### src/rtl/adapt_seq_ctrl.sv
// Sequencer for an adaptive FIR filter: shifts the delay lines, runs the MAC
// phase, optionally walks the taps for a weight update, then hands off the error.
module adapt_seq_ctrl #(
    parameter int unsigned TAPS       = 16,
    parameter int unsigned MAC_CYCLES = 18,
    parameter int unsigned MU_SHIFT   = 8
) (
    input  logic        clk,
    input  logic        rstn,
    input  logic        in_valid,
    output logic        in_ready,
    input  logic        adapt_en,
    input  logic        abort,
    input  logic [31:0] err_in,
    output logic        shift_en,
    output logic        filt_en,
    output logic        w_we,
    output logic [4:0]  w_idx,
    output logic [31:0] upd_step,
    output logic        out_valid,
    input  logic        out_ready,
    output logic [31:0] err_out,
    output logic        busy,
    output logic [15:0] sample_cnt
);

    typedef enum logic [2:0] {
        IDLE,
        SHIFT,
        MAC,
        UPDATE,
        DONE
    } state_t;

    localparam logic [4:0] MAC_LAST  = 5'(MAC_CYCLES - 1);
    localparam logic [4:0] TAPS_LAST = 5'(TAPS - 1);

    state_t      state;
    logic [4:0]  cnt;
    logic [31:0] err_q;

    // All outputs are registered and reflect the state being entered, so each
    // branch sets the outputs for the next state alongside the transition.
    always_ff @(posedge clk or negedge rstn) begin
        if (!rstn) begin
            state      <= IDLE;
            cnt        <= '0;
            err_q      <= '0;
            sample_cnt <= '0;
            in_ready   <= 1'b0;
            shift_en   <= 1'b0;
            filt_en    <= 1'b0;
            w_we       <= 1'b0;
            w_idx      <= '0;
            upd_step   <= '0;
            out_valid  <= 1'b0;
            err_out    <= '0;
            busy       <= 1'b0;
        end else begin
            shift_en <= 1'b0;
            filt_en  <= 1'b0;
            w_we     <= 1'b0;
            w_idx    <= '0;
            if (abort) begin
                state     <= IDLE;
                cnt       <= '0;
                out_valid <= 1'b0;
                in_ready  <= 1'b1;
                busy      <= 1'b0;
            end else begin
                case (state)
                    IDLE: begin
                        if (in_valid && in_ready) begin
                            state    <= SHIFT;
                            in_ready <= 1'b0;
                            busy     <= 1'b1;
                            shift_en <= 1'b1;
                        end else begin
                            in_ready <= 1'b1;
                        end
                    end
                    SHIFT: begin
                        state   <= MAC;
                        cnt     <= '0;
                        filt_en <= 1'b1;
                    end
                    MAC: begin
                        if (cnt == MAC_LAST) begin
                            cnt      <= '0;
                            err_q    <= err_in;
                            upd_step <= {{MU_SHIFT{err_in[31]}}, err_in[31:MU_SHIFT]};
                            if (adapt_en) begin
                                state <= UPDATE;
                                w_we  <= 1'b1;
                            end else begin
                                state     <= DONE;
                                out_valid <= 1'b1;
                                err_out   <= err_in;
                            end
                        end else begin
                            cnt     <= cnt + 5'd1;
                            filt_en <= 1'b1;
                        end
                    end
                    UPDATE: begin
                        if (cnt == TAPS_LAST) begin
                            cnt       <= '0;
                            state     <= DONE;
                            out_valid <= 1'b1;
                            err_out   <= err_q;
                        end else begin
                            cnt   <= cnt + 5'd1;
                            w_we  <= 1'b1;
                            w_idx <= cnt + 5'd1;
                        end
                    end
                    DONE: begin
                        if (out_ready) begin
                            state      <= IDLE;
                            out_valid  <= 1'b0;
                            in_ready   <= 1'b1;
                            busy       <= 1'b0;
                            sample_cnt <= sample_cnt + 16'd1;
                        end
                    end
                    default: begin
                        state    <= IDLE;
                        in_ready <= 1'b1;
                        busy     <= 1'b0;
                    end
                endcase
            end
        end
    end

endmodule

### config.mk
export PLATFORM = sky130hd
export DESIGN_NAME = adapt_seq_ctrl
export DESIGN_NICKNAME = d
export VERILOG_FILES = /design/src/rtl/adapt_seq_ctrl.sv
export SDC_FILE = /design/constraint.sdc
export NUM_CORES = 1
export LEC_CHECK = 0
export ABC_AREA = 1
export CAP_MARGIN = 20
export CORE_MARGIN = 2
export CORE_UTILIZATION = 49
export DETAILED_ROUTE_END_ITERATION = 10
export PLACE_DENSITY_LB_ADDON = 0.05
export SYNTH_ARGS = -nofsm -noshare
export SYNTH_HDL_FRONTEND = slang
export SYNTH_SLANG_ARGS = --single-unit
### constraint.sdc
create_clock -name clk -period 2.37 [get_ports clk]
set_input_delay 0.474 -clock clk [delete_from_list [all_inputs] [get_ports clk]]
set_output_delay 0.474 -clock clk [all_outputs]
set_load 0.01 [all_outputs]
; Word level (Yosys, flattened, before mapping)
; Index checks and enable logic that the tools add are counted.
[classes]
n_mux = 41
shift = 0
bitwise = 1
eq_ne = 15
reduce_logical = 13
n_addsub = 2
div = 0
multipliers = 0
order_cmp = 0
[op_table]
columns = cell, n
row1 = 32-bit 2-to-1 mux, 3
row2 = 32-bit case mux with 2 select lines, 1
row3 = 5-bit 2-to-1 mux, 5
row4 = 1-bit 2-to-1 mux, 19
row5 = 3-bit 2-to-1 mux, 6
row6 = 16-bit by 1-bit adder with 16-bit output (second input constant), 1
row7 = 3-bit inequality test (second input constant), 5
row8 = 3-bit case mux with 5 select lines, 1
row9 = 5-bit case mux with 3 select lines, 1
row10 = 5-bit AND reduction, 2
row11 = 1-bit case mux with 3 select lines, 3
row12 = 3-bit AND reduction, 3
row13 = 4-bit nonzero test, 2
row14 = 3-bit by 2-bit == test with 1-bit output (second input constant), 2
row15 = 2-bit inequality test (second input constant), 3
row16 = 5-bit by 1-bit adder with 5-bit output (second input constant), 1
row17 = 5-bit by 4-bit == test with 1-bit output (second input constant), 1
row18 = 5-bit == test (second input constant), 1
row19 = 1-bit case mux with 2 select lines, 2
row20 = 4-bit AND reduction, 1
row21 = 3-bit by 1-bit == test with 1-bit output (second input constant), 1
row22 = 3-bit == test (second input constant), 1
row23 = 3-bit zero test, 1
row24 = 3-bit OR reduction, 1
row25 = other kinds (5), 5
[totals]
latch_bits = 0
ram_bits = 0
ff_bits = 123
elab_cells = 85
n_memories = 0
in_bits = 38
rom_bits = 0
output_inout_bits = 91

; Logic depth before layout (Yosys ltp)
[logic_depth]
depth_word = 4
mapped_depth = 12
depth_no_buf = 11

; Worst setup path after synthesis
; Ideal clock, no wire load.
[synth_path]
path_kind = register to register
start = register cnt[0]
end = register err_out[1]
setup_slack_ns = 0.684
t_required_ns = 2.254
period_less_slack_ns = 1.686
path_buffers = 2
setup_time_ns = 0.116
stages_incl_launch_ff = 13
t_arrival_ns = 1.570
path_cell_list = dfrtp_1 > ha_1 > nand3_1 > inv_1 > ha_1 > nor2_1 > nor2_1 > nand3_2 > buf_6 > inv_2 > buf_6 > nand2_1 > nand2_1
[synth_via]
elab_chain_len = 3
word_cells_on_any_way = 5
classes_between = eq/ne: 4 / reduce/logical: 1
[synth_lines]
columns = item, line_no
row1 = "start, declared", 39  ; logic [4:0] cnt;
row2 = "start signal, assigned", 101  ; cnt <= cnt + 5'd1;
row3 = "start signal, assigned", 112  ; cnt <= cnt + 5'd1;
row4 = 5-bit by 4-bit == test with 1-bit output or 5-bit == test (tied branches), "106, 88"
row5 = 2-bit inequality test (no line), --
row6 = 5-bit AND reduction (no line) (*), --
row7 = "end signal, assigned", 98  ; err_out <= err_in;
row8 = "end signal, assigned", 110  ; err_out <= err_q;
row9 = "end, declared", 22  ; output logic [31:0] err_out,
; Every way passes the cells marked *; elsewhere a longest branch is shown, timed or not.
; A chain may end at the register's enable or synchronous reset.

==> results_dict.tcl <==
set metrics [dict create \
    status "complete, no violations" \
    ys_seq_area_share_pct 51.67 \
    share_seq_of_total_power_pct 43.2 \
    wire_per_inst_um 12.59 \
    placed_cells 804 \
    min_period_over_period_pct 81.20 \
    cp_slowest_cell "clkdlybuf4s50_1" \
    coreArea_um2 9639 \
    antenna_left 0 \
    clockBufferDepth 2 \
    port_buffers 128 \
    wirelength_um 10330 \
    timing.final.hold_violations 0 \
    numCtsBuffers 9 \
    yosysTopAreaCell "dfrtp_1" \
    comb_power_share_pct 31.9 \
    root_buffer "clkbuf_8" \
    p_leak_nw 3.076 \
    drt-initial-drc-count 146 \
    grt_pass1_vias 3702 \
    switchingPower_mw 1.692 \
    whs_ns 0.08683 \
    vias 3935 \
    clock_power_share_pct 24.9 \
    slowest_delay_ns 0.60 \
    cts_tree "built" \
    place_ws_ns 0.3090 \
    synth_area_um2 4795 \
    synth.avg_cell_area_um2 8.140 \
    worstPathArrival_ns 1.45 \
    fin_worst_skew_ns 0.01573 \
    rsz0062_at_grt "false" \
    nFillCells 886 \
    cts_setup_buffers 0 \
    clk_pin_slew_ns 0.10 \
    synth.top_cells.by_area "dfrtp_1 52%, nand2_1 15%, o21ai_0 5.7%, buf_4 5.5%, inv_1 4.6%" \
    ir_drop_mv 0.5222 \
    cellPowerDensity_nw_per_um2 853.5 \
    clk_latency_ns 0.36 \
    setup_slack_ns 0.4455 \
    max-slew-margin-rel_pct 61.95 \
    ys_ff_latch 99 \
    hp-class "in -> async" \
    drv_slew 0 \
    layout-area-overhead-vs-synth_pct 29.41 \
    grt_pass1_wl_um 16960 \
    die_h_um 102.9 \
    io_pins 129 \
    max_freq_mhz 519.6 \
    cp_cell_sequence "clkdlybuf4s50_1" \
    antenna_found_initial 0 \
    netlist_instances 589 \
    htreeDepth 3 \
    syn-num-nets 632 \
    fp.dieW_um 102.9 \
    cp_max_fo 10 \
    drive_above_1_share_pct 5.240 \
    yosysTopAreaCellShare_pct 51.67 \
    die-area_um2 10590 \
    antennaDiodeCount 0 \
    cp-end-kind "primary output" \
    tns_ns 0 \
    critPathBufInv 1 \
    rows 36 \
    nNetsFinal 725 \
    drc_errors 0 \
    worstSetupPathType "reg -> out" \
    dr.pass1.iters 4 \
    dp_hpwl_um 7264 \
    viasPerCell 4.799 \
    swShare_pct 31.94 \
    internal-power_mw 3.604 \
    finalCriticalPeriod_ns 1.924 \
    start_kind "flop" \
    setup_violations 0 \
    grt_overflow 0 \
    ctsResizeCount 0 \
    cts_sinks 99 \
    tightest_slew_ns 0.5708 \
    ctsHoldBuffers 0 \
    yosysWarningCount 0 \
    final_cells 820 \
    synth_cell_types 28 \
    gp_congestion 0.9073 \
    track_usage_pct 20.16 \
    grt_max_degree 66 \
    start_util_pct 49.74 \
    crit_family "buffers and inverters" \
    cap_viol_max_count 0 \
    required_ns 1.90 \
]
==> power groups by stage <==
stage	Clock, mW	Sequential (mW)	Combinational [mW]
finish	1.32	2.29	1.69
global route	1.42	2.33	1.90
CTS	1.35	2.29	1.71
floorplan	0	2.39	0.751
global placement	0	2.31	1.68
detailed placement	0	2.31	1.70
==> per-layer routing <==
metal  vias up  GRT usage, %  wire, um
met5         -             0         0
met4         0         5.162       120
met3        13         5.627       591
met2        98         33.07      4881
met1      1840         26.57      4732
li1       1984             -         -
==> placed cells by master (no fill, tap or decap), drive strengths merged <==
cell,synthesis,layout
a31oi,1,1
nor4,1,1
nand2,189,189
a21o,1,1
a21oi,21,21
inv,61,63
buf,46,10
xnor2,7,7
clkbuf,9,11
ha,5,5
nand3,17,17
nor2,51,51
nand3b,3,3
o22ai,1,1
bufinv,0,3
dfrtp,99,99
o21ai,66,66
nor3,2,2
clkdlybuf4s50,0,127
xor2,4,4
nand4,5,5
==> Yosys cell counts <==
cell	number
a21o_1	1
a21oi_1	21
a31oi_1	1
buf_2	7
buf_4	35
buf_6	4
clkbuf_1	9
dfrtp_1	99
ha_1	5
inv_1	59
inv_2	2
nand2_1	188
nand2_2	1
nand3_1	15
nand3_2	2
nand3b_1	3
nand4_1	4
nand4_2	1
nor2_1	46
nor2_2	3
nor2_4	2
nor3_1	2
nor4_1	1
o21ai_0	55
o21ai_1	11
o22ai_1	1
xnor2_1	7
xor2_1	4
==> state kept, by name (all words and copies together) (netlist names), 3 cells and up <==
name and cells:
state 3, w_idx 5, sample_cnt 16, cnt 5, err_out 32, upd_step 24
err_q 8
==> metrics by stage <==
stage          util (%)  power [mW]  area, um^2
2_1_floorplan         -       3.142        4795
3_3_place_gp      61.79       3.984        5956
3_5_place_dp      61.79       4.017        5956
4_1_cts           64.37       5.351        6205
5_1_grt           64.37       5.647        6205
6_report          64.37       5.296        6205
==> final cells by class <==
class                      count  area [um^2]  area share (%)
clock buffer                  11        141.4           2.279
clock inverter                 5        107.6           1.734
inverter                      61        229.0           3.690
multi-input combinational    374         1712           27.59
sequential                    99         2477           39.93
tap                          133        166.4           2.682
timing repair buffer         137         1371           22.10
==> worst paths after layout <==
kind,start,endpoint,slack (ns),cells past startpoint
worst min-delay path,rstn,upd_step[6],0.09,1
worst max-delay path,upd_step[23],upd_step[29],0.45,1
max in group asynchronous,rstn,upd_step[10],1.67,2
worst max register to register,cnt[0],state[1],0.54,11
min in group clk,busy,busy,0.49,1
worst min register to register,busy,busy,0.49,1
==> cells by family (layout without fill, tap and decap cells) <==
family / count (synthesis) / count (layout) / synth area share, %
and+or+nand+nor: 268 / 268 / 22.89
buffers and inverters: 116 / 214 / 12.63
DFF: 99 / 99 / 51.67
AOI/OAI and AO/OA: 90 / 90 / 9.499
xor gates and xnor gates: 11 / 11 / 2.009
adders and majority gates: 5 / 5 / 1.305
Power figures use the tool's default switching activity.
